$ cat src/rtl/fifo_pkg.sv
// ---------------------------------------------------------------------------
// fifo_pkg
// Shared definitions for the FIFO read-side blocks: default widths and the
// skid-buffer state encoding. The state encoding equals the number of words
// held, so the state register doubles as the level output.
// ---------------------------------------------------------------------------
package fifo_pkg;

    localparam int DATA_WIDTH_DEF = 32;
    localparam int ADDR_WIDTH_DEF = 5;

    typedef enum logic [1:0] {
        EMPTY = 2'd0,
        ONE   = 2'd1,
        TWO   = 2'd2
    } buf_state_t;

endpackage

$ cat src/rtl/fifo_rd_skid_buf.sv
// ---------------------------------------------------------------------------
// fifo_rd_skid_buf
// Two-entry skid buffer between the FIFO memory read port and the consumer.
// The head register is the output register; the tail register catches the
// second word when the consumer stalls.
//
// Ports:
//   clk, rst_n  read-domain clock, asynchronous active-low reset
//   clear       synchronous flush (drops both entries)
//   wr_en       write a word returned by memory
//   wr_data     word returned by memory
//   pop         consumer takes the head word this cycle
//   m_valid     head word available
//   m_data      head (oldest) word, registered
//   level       number of words held (0..2)
// ---------------------------------------------------------------------------
module fifo_rd_skid_buf
    import fifo_pkg::*;
#(
    parameter int DATA_WIDTH = DATA_WIDTH_DEF
) (
    input  logic                  clk,
    input  logic                  rst_n,
    input  logic                  clear,
    input  logic                  wr_en,
    input  logic [DATA_WIDTH-1:0] wr_data,
    input  logic                  pop,
    output logic                  m_valid,
    output logic [DATA_WIDTH-1:0] m_data,
    output logic [1:0]            level
);

    buf_state_t            state;
    buf_state_t            state_next;
    logic [DATA_WIDTH-1:0] head;
    logic [DATA_WIDTH-1:0] tail;
    logic                  load_head_wr;
    logic                  load_head_tail;
    logic                  load_tail;

    // Next-state and register-load selection. A new word goes straight to
    // the head whenever the head is free (or being popped); otherwise it is
    // parked in the tail and promoted on the next pop.
    always_comb begin
        state_next     = state;
        load_head_wr   = 1'b0;
        load_head_tail = 1'b0;
        load_tail      = 1'b0;
        if (clear) begin
            state_next = EMPTY;
        end else begin
            case (state)
                EMPTY: begin
                    if (wr_en) begin
                        state_next   = ONE;
                        load_head_wr = 1'b1;
                    end
                end
                ONE: begin
                    if (wr_en && pop) begin
                        load_head_wr = 1'b1;
                    end else if (wr_en) begin
                        state_next = TWO;
                        load_tail  = 1'b1;
                    end else if (pop) begin
                        state_next = EMPTY;
                    end
                end
                TWO: begin
                    // The issue logic never lets a write land here; the
                    // write+pop case is still handled so data is never lost.
                    if (pop) begin
                        load_head_tail = 1'b1;
                        if (wr_en) begin
                            load_tail = 1'b1;
                        end else begin
                            state_next = ONE;
                        end
                    end
                end
                default: state_next = EMPTY;
            endcase
        end
    end

    // State and storage registers; storage resets to zero so m_data is zero
    // while in reset.
    always_ff @(posedge clk or negedge rst_n) begin
        if (!rst_n) begin
            state <= EMPTY;
            head  <= '0;
            tail  <= '0;
        end else begin
            state <= state_next;
            if (load_head_wr) begin
                head <= wr_data;
            end else if (load_head_tail) begin
                head <= tail;
            end
            if (load_tail) begin
                tail <= wr_data;
            end
        end
    end

    // A write into a full buffer without a pop would overwrite data.
    always @(posedge clk) begin
        if (rst_n && !clear) begin
            assert (!(state == TWO && wr_en && !pop));
        end
    end

    assign m_valid = (state != EMPTY);
    assign m_data  = head;
    assign level   = state;

endmodule

$ cat src/rtl/fifo_rd_prefetch.sv
// ---------------------------------------------------------------------------
// fifo_rd_prefetch
// Read-side prefetcher for a synchronous FIFO. Issues memory reads ahead of
// the consumer so that a registered output can sustain one word per cycle
// despite the one-cycle memory read latency.
//
// Ports:
//   clk, rst_n  read-domain clock, asynchronous active-low reset
//   clear       synchronous flush shared with the read pointer control
//   fifo_empty  read-side empty flag from pointer control
//   fifo_inc    read-pointer increment / memory read enable
//   mem_rdata   memory data, valid the cycle after fifo_inc
//   m_valid     output word available
//   m_ready     consumer accepts the word
//   m_data      output word (registered)
//   level       words held in the skid buffer (0..2)
// ---------------------------------------------------------------------------
module fifo_rd_prefetch
    import fifo_pkg::*;
#(
    parameter int DATA_WIDTH = DATA_WIDTH_DEF,
    parameter int ADDR_WIDTH = ADDR_WIDTH_DEF
) (
    input  logic                  clk,
    input  logic                  rst_n,
    input  logic                  clear,
    input  logic                  fifo_empty,
    output logic                  fifo_inc,
    input  logic [DATA_WIDTH-1:0] mem_rdata,
    output logic                  m_valid,
    input  logic                  m_ready,
    output logic [DATA_WIDTH-1:0] m_data,
    output logic [1:0]            level
);

    logic       inflight;
    logic       pop;
    logic       wr_en;
    logic [2:0] occupancy;

    // Occupancy counts words already buffered plus the one returning from
    // memory, minus the one leaving now. Reading only while it is below two
    // guarantees a free slot for every returning word.
    assign pop       = m_valid & m_ready;
    assign occupancy = {1'b0, level} + {2'b00, inflight} - {2'b00, pop};
    assign fifo_inc  = rst_n & ~clear & ~fifo_empty & (occupancy < 3'd2);

    // A word returning during a flush belongs to the old stream and is dropped.
    assign wr_en = inflight & ~clear;

    // inflight marks the cycle in which mem_rdata carries a requested word.
    always_ff @(posedge clk or negedge rst_n) begin
        if (!rst_n) begin
            inflight <= 1'b0;
        end else begin
            inflight <= fifo_inc;
        end
    end

    // The address width only has to be a legal pointer width here.
    always @(posedge clk) begin
        assert (ADDR_WIDTH > 0);
    end

    fifo_rd_skid_buf #(
        .DATA_WIDTH (DATA_WIDTH)
    ) u_skid_buf (
        .clk     (clk),
        .rst_n   (rst_n),
        .clear   (clear),
        .wr_en   (wr_en),
        .wr_data (mem_rdata),
        .pop     (pop),
        .m_valid (m_valid),
        .m_data  (m_data),
        .level   (level)
    );

endmodule

$ cat config.mk
export PLATFORM = sky130hd
export DESIGN_NAME = fifo_rd_prefetch
export DESIGN_NICKNAME = d
export VERILOG_FILES = /design/src/rtl/fifo_pkg.sv /design/src/rtl/fifo_rd_skid_buf.sv /design/src/rtl/fifo_rd_prefetch.sv
export SDC_FILE = /design/constraint.sdc
export NUM_CORES = 1
export LEC_CHECK = 0
export CORE_ASPECT_RATIO = 0.75
export CORE_MARGIN = 2
export CORE_UTILIZATION = 40
export DETAILED_ROUTE_END_ITERATION = 10
export GPL_ROUTABILITY_DRIVEN = 0
export PLACE_DENSITY_LB_ADDON = 0.1
export SLEW_MARGIN = 10
export SYNTH_ARGS = -nofsm -noshare
export SYNTH_HDL_FRONTEND = slang
export SYNTH_HIERARCHICAL = 1
export SYNTH_SLANG_ARGS = --single-unit
$ cat constraint.sdc
create_clock -name clk -period 2.3 [get_ports clk]
set_input_delay 0.23 -clock clk [delete_from_list [all_inputs] [get_ports clk]]
set_output_delay 0.23 -clock clk [all_outputs]
set_load 0.01 [all_outputs]
Word level (Yosys, flattened, before mapping)
Index checks and enable logic that the tools add are counted.
{"block": "totals", "input_bits": 37, "word_cells": 47, "out_inout_bits": 36, "regBits": 67}
{"block": "classes", "add_sub_neg": 2, "mux": 21, "reduce_logical": 5, "magnitude_cmp": 1, "eq_ne": 7, "bitwise_logic": 7}
{"cell": "two-way mux 32 bit", "n": 2}
{"cell": "two-way mux 2 bit", "n": 7}
{"cell": "two-way mux 1 bit", "n": 9}
{"cell": "inequality test 3 bit, second input constant", "n": 3}
{"cell": "one-hot mux 2 bit (3 select lines)", "n": 1}
{"cell": "bitwise AND 1 bit", "n": 5}
{"cell": "AND reduction 5 bit", "n": 1}
{"cell": "inequality test 4 x 3 -> 1 bit, second input constant", "n": 1}
{"cell": "one-hot mux 1 bit (2 select lines)", "n": 2}
{"cell": "nonzero test 2 bit", "n": 2}
{"cell": "adder 2 x 1 -> 3 bit", "n": 1}
{"cell": "< comparator 3 x 2 -> 1 bit, second input constant", "n": 1}
{"cell": "inequality test 3 x 2 -> 1 bit, second input constant", "n": 1}
{"cell": "subtractor 3 x 1 -> 3 bit", "n": 1}
{"cell": "== test 2 x 1 -> 1 bit, second input constant", "n": 1}
{"cell": "== test 2 bit, second input constant", "n": 1}
{"cell": "logical NOT 2 bit", "n": 1}
{"cell": "NOT 1 bit", "n": 2}
{"cell": "logical AND 1 bit", "n": 1}

Longest topological paths before layout
{"block": "logic_depth", "ltp_word": 7, "mapped_depth": 9, "ltp_nobuf": 9}

Cells and area by module
Netlist, hierarchy kept.
{"module": "fifo_rd_skid_buf", "seq_area_each_um2": 1651.6, "instances": 1, "cells_per_inst": 238, "area_each_um2": 2932.8}
{"module": "fifo_rd_prefetch", "seq_area_each_um2": 25.0, "instances": 1, "cells_per_inst": 10, "area_each_um2": 102.6}

Worst setup path before layout
No wires, ideal clock.
{"block": "synth_timing", "path_kind": "register to output", "startpoint": "register u_skid_buf.state[1] (netlist: u_skid_buf/level[1])", "endpoint": "output port fifo_inc", "n_path_buf": 0, "t_required_ns": 2.070, "path_stages_with_launch": 10, "setup_slack_ns": -0.390, "t_arrival_ns": 2.460, "cell_sequence": "dfrtp_1 inv_1 ha_1 inv_1 and2_1 ha_1 nand2b_1 fa_1 nand2_1 nor4_2"}
{"block": "synth_via", "elab_chain_cells": 5, "word_cells_on_any_way": 6, "cone_classes": "2 x add/sub; 1 x order compare; 2 x bitwise; 1 x reduce/logical"}
{"element": "from (decl)", "line": "fifo_rd_skid_buf.sv:33", "text": "buf_state_t state;"}
{"element": "from (signal assigned)", "line": "fifo_rd_skid_buf.sv:94", "text": "state <= state_next;"}
{"element": "nonzero test 2 bit", "line": "fifo_rd_skid_buf.sv:113", "text": "assign m_valid = (state != EMPTY);"}
{"element": "net m_valid", "line": "fifo_rd_prefetch.sv:30", "text": "output logic m_valid,"}
{"element": "bitwise AND 1 bit", "line": "fifo_rd_prefetch.sv:44", "text": "assign pop = m_valid & m_ready;"}
{"element": "net pop", "line": "fifo_rd_prefetch.sv:37", "text": "logic pop;"}
{"element": "subtractor 3 x 1 -> 3 bit", "line": "fifo_rd_prefetch.sv:45", "text": "assign occupancy = {1'b0, level} + {2'b00, inflight} - {2'b00, pop};"}
{"element": "< comparator 3 x 2 -> 1 bit", "line": "fifo_rd_prefetch.sv:46", "text": "assign fifo_inc = rst_n & ~clear & ~fifo_empty & (occupancy < 3'd2);"}
{"element": "bitwise AND 1 bit", "line": "fifo_rd_prefetch.sv:46"}
{"element": "to (decl)", "line": "fifo_rd_prefetch.sv:28", "text": "output logic fifo_inc,"}
The timed path passes the listed nets, and every way through them passes these cells.

Final worst setup path
{"block": "layout_timing", "startpoint": "register u_skid_buf.state[0] (netlist: u_skid_buf/level[0])", "endpoint": "output port fifo_inc"}
{"block": "layout_via", "elab_chain_cells": 5, "word_cells_on_any_way": 6, "cone_classes": "2 x add/sub; 1 x order compare; 2 x bitwise; 1 x reduce/logical"}
{"element": "nonzero test 2 bit", "line": "fifo_rd_skid_buf.sv:113"}
{"element": "bitwise AND 1 bit", "line": "fifo_rd_prefetch.sv:44"}
{"element": "net pop", "line": "fifo_rd_prefetch.sv:37"}
{"element": "subtractor 3 x 1 -> 3 bit", "line": "fifo_rd_prefetch.sv:45"}
{"element": "< comparator 3 x 2 -> 1 bit", "line": "fifo_rd_prefetch.sv:46"}
{"element": "bitwise AND 1 bit", "line": "fifo_rd_prefetch.sv:46"}
The timed path passes the listed nets, and every way through them passes these cells.

==> results_dict.tcl <==
set metrics [dict create \
    final-seq-area_um2 1680 \
    grt_pass1_vias 2176 \
    syn_area_um2 3040 \
    hpwlAfterDp_um 4200 \
    crit_required_ns 2.07 \
    clockBufferDepth 2 \
    rsz0062_at_grt "yes" \
    start_util_pct 41.2 \
    synth_seq_area_share_pct 55.2 \
    fmax_mhz 378 \
    synthCells 248 \
    reg2reg_to "u_skid_buf/tail[20]" \
    die_width_um 105 \
    rrSetupSlack_ns 0.17 \
    clock_latency_ns 0.34 \
    die_y_um 79.4 \
    rows 27 \
    synth_nets 294 \
    violations "setup timing" \
    max_cap_viol_count 0 \
    final_core_util_pct 57.5 \
    io_pins 73 \
    n_fill_cell 645 \
    via_per_inst 4.80 \
    grt.total_usage_pct 16.5 \
    drc 0 \
    maxSlewHeadroom_pct 43.5 \
    period_share_pct 115 \
    hold_buffers 0 \
    cts_buffers 9 \
    start_kind "flop" \
    status "complete, but fails checks" \
    grt_start_max_net_pins 68 \
    yosysMostFrequentCell "dfrtp_1" \
    placeableCoreArea_um2 7360 \
    drt_iter0_markers 53 \
    critical_path_class "flop to primary output" \
    skew_ns 0.00723 \
    r2r_cells 9 \
    synth_common_cells "67 x dfrtp_1, 35 x nand2_1, 34 x mux2i_1" \
    worstSetupEndpointType "primary output" \
    yosysWarnings 6 \
    synth_top_area_cell "dfrtp_1" \
    final_area_um2 4230 \
    syn_to_final_growth_pct 39.4 \
    synth.avg_cell_area_um2 12.2 \
    leakagePower_nw 2.08 \
    antenna_found_initial 0 \
    setup_viol 1 \
    routedWlPerCell_um 14.0 \
    max_slew.worst_pin.slew_ns 0.847 \
    hold_violations 0 \
    ys.flop_type "dfrtp_1" \
    drive_gt1_share_pct 23.0 \
    synth_edf_count 0 \
    nets 380 \
    synthTopCellsByArea "dfrtp_1 55%, mux2_2 12%, mux2i_1 11%" \
    tritoncts "built" \
    async_reset_ff_share_pct 100 \
    multiInputGateArea_um2 1330 \
    htreeDepth 3 \
    firstDrtPassIters 4 \
    cts-root-buf "clkbuf_8" \
    cts.clk_slew.worst_paths_ns 0.07 \
    synth_top_area_share_pct 55.2 \
    timing.rr.start "u_skid_buf/level[0]" \
    power_density_nw_per_um2 958 \
    min_period_ns 2.64 \
    pre_cts_ws_ns -0.531 \
    port_buffers 72 \
    place_area_um2 4030 \
    slew_violations 0 \
    postCtsSetupBuffers 0 \
    ys_seq_elements 67 \
    worst_slack_ns -0.343 \
    path_max_fanout 2 \
    n_antenna_cell 0 \
    grt_pass1_wl_um 10700 \
    ir_worst_vdd_v 0.000489 \
    ant_nets 0 \
    grt.overflow.total 0 \
    holdWs_ns 0.0917 \
    clkSinkCount 67 \
    wirelength_um 6160 \
    die_area_um2 8310 \
    synth_cell_types 27 \
    cp_data_arrival_time_ns 2.41 \
    vias 2112 \
    hold_path_class "primary input to async pin" \
]
per-layer routing:
| metal | routed length [µm] | track usage [%] |
|---|---|---|
| met1 | 3060 | 21.4 |
| met2 | 2690 | 26.1 |
| met3 | 330 | 5.80 |
| met4 | 70 | 5.33 |
| met5 | 0 | 0 |
worst max path at each step:
stage                              startpoint  endpoint  slack [ns]  cells after the start
after global routing      u_skid_buf/level[0]  fifo_inc       -0.47                     10
after floorplan           u_skid_buf/level[1]  fifo_inc       -0.09                      9
final                     u_skid_buf/level[0]  fifo_inc       -0.34                     10
after CTS                 u_skid_buf/level[0]  fifo_inc       -0.37                     10
after global placement                m_ready  fifo_inc       -0.54                      8
after detailed placement              m_ready  fifo_inc       -0.53                      8
cell type report:
type                       count  share of cell area, %
sequential                    67                   39.7
multi-input combinational    164                   31.4
timing repair buffer          88                   20.6
clock buffer                  11                   3.10
tap                          101                   2.99
clock inverter                 5                   1.83
inverter                       4                  0.414
power by group:
part,total [mW],switching [mW],internal (mW),leakage (nW)
combinational,1.33,0.528,0.805,1.09
sequential,1.67,0.179,1.49,0.890
clock,1.05,0.442,0.608,0.103
cell usage in the layout (no fill, tap or decap), types with 2 or more instances in the layout:
cell type,count
nand2b_1,2
nand2_1,34
ha_1,6
nor2_1,3
inv_2,2
buf_12,3
ha_4,2
o21ai_0,33
clkbuf_8,9
clkbuf_1,2
nand3b_1,2
dfrtp_1,65
mux2i_1,34
clkdlybuf4s50_1,70
dfrtp_2,2
clkinv_2,2
buf_4,14
bufinv_16,2
mux2_2,32
metrics by stage:
stage / power, mW / cells / setup TNS (ns)
2_1_floorplan: 2.20 / 248 / -0.0947
3_3_place_gp: 3.02 / 424 / -0.544
3_5_place_dp: 3.04 / 424 / -0.531
4_1_cts: 4.11 / 440 / -0.373
5_1_grt: 4.32 / 440 / -0.466
6_report: 4.05 / 440 / -0.343
cell families after synthesis:
family | share of synthesized area, %
flip-flops | 55.2
multiplexers | 23.1
AND/OR/NAND/NOR | 8.04
AO/OA/AOI/OAI | 6.43
buffers and inverters | 2.97
adder cells (fa/ha/maj) | 3.96
XOR/XNOR | 0.289
sequential cells by signal (all words and copies together), names as in the netlist:
name and flops:
inflight 1, u_skid_buf/m_data 32, u_skid_buf/tail 32, u_skid_buf/level 2
worst max-delay path, cell delays in order, from the launching register on:
cell and delay, ns:
dfrtp_2 0.41, inv_2 0.08, ha_4 0.15, inv_4 0.03, and2_4 0.14, ha_4 0.20, nand2b_4 0.13, fa_1 0.49
nand2_2 0.06, nor4_4 0.22, buf_2 0.17
timing repair:
action / 4_1_cts / 5_1_grt
pin swaps: 4 / 0
gates resized for setup: 4 / 0
setup endpoints to repair: 1 / 1
Note: power is estimated with default switching activity, not from simulation.
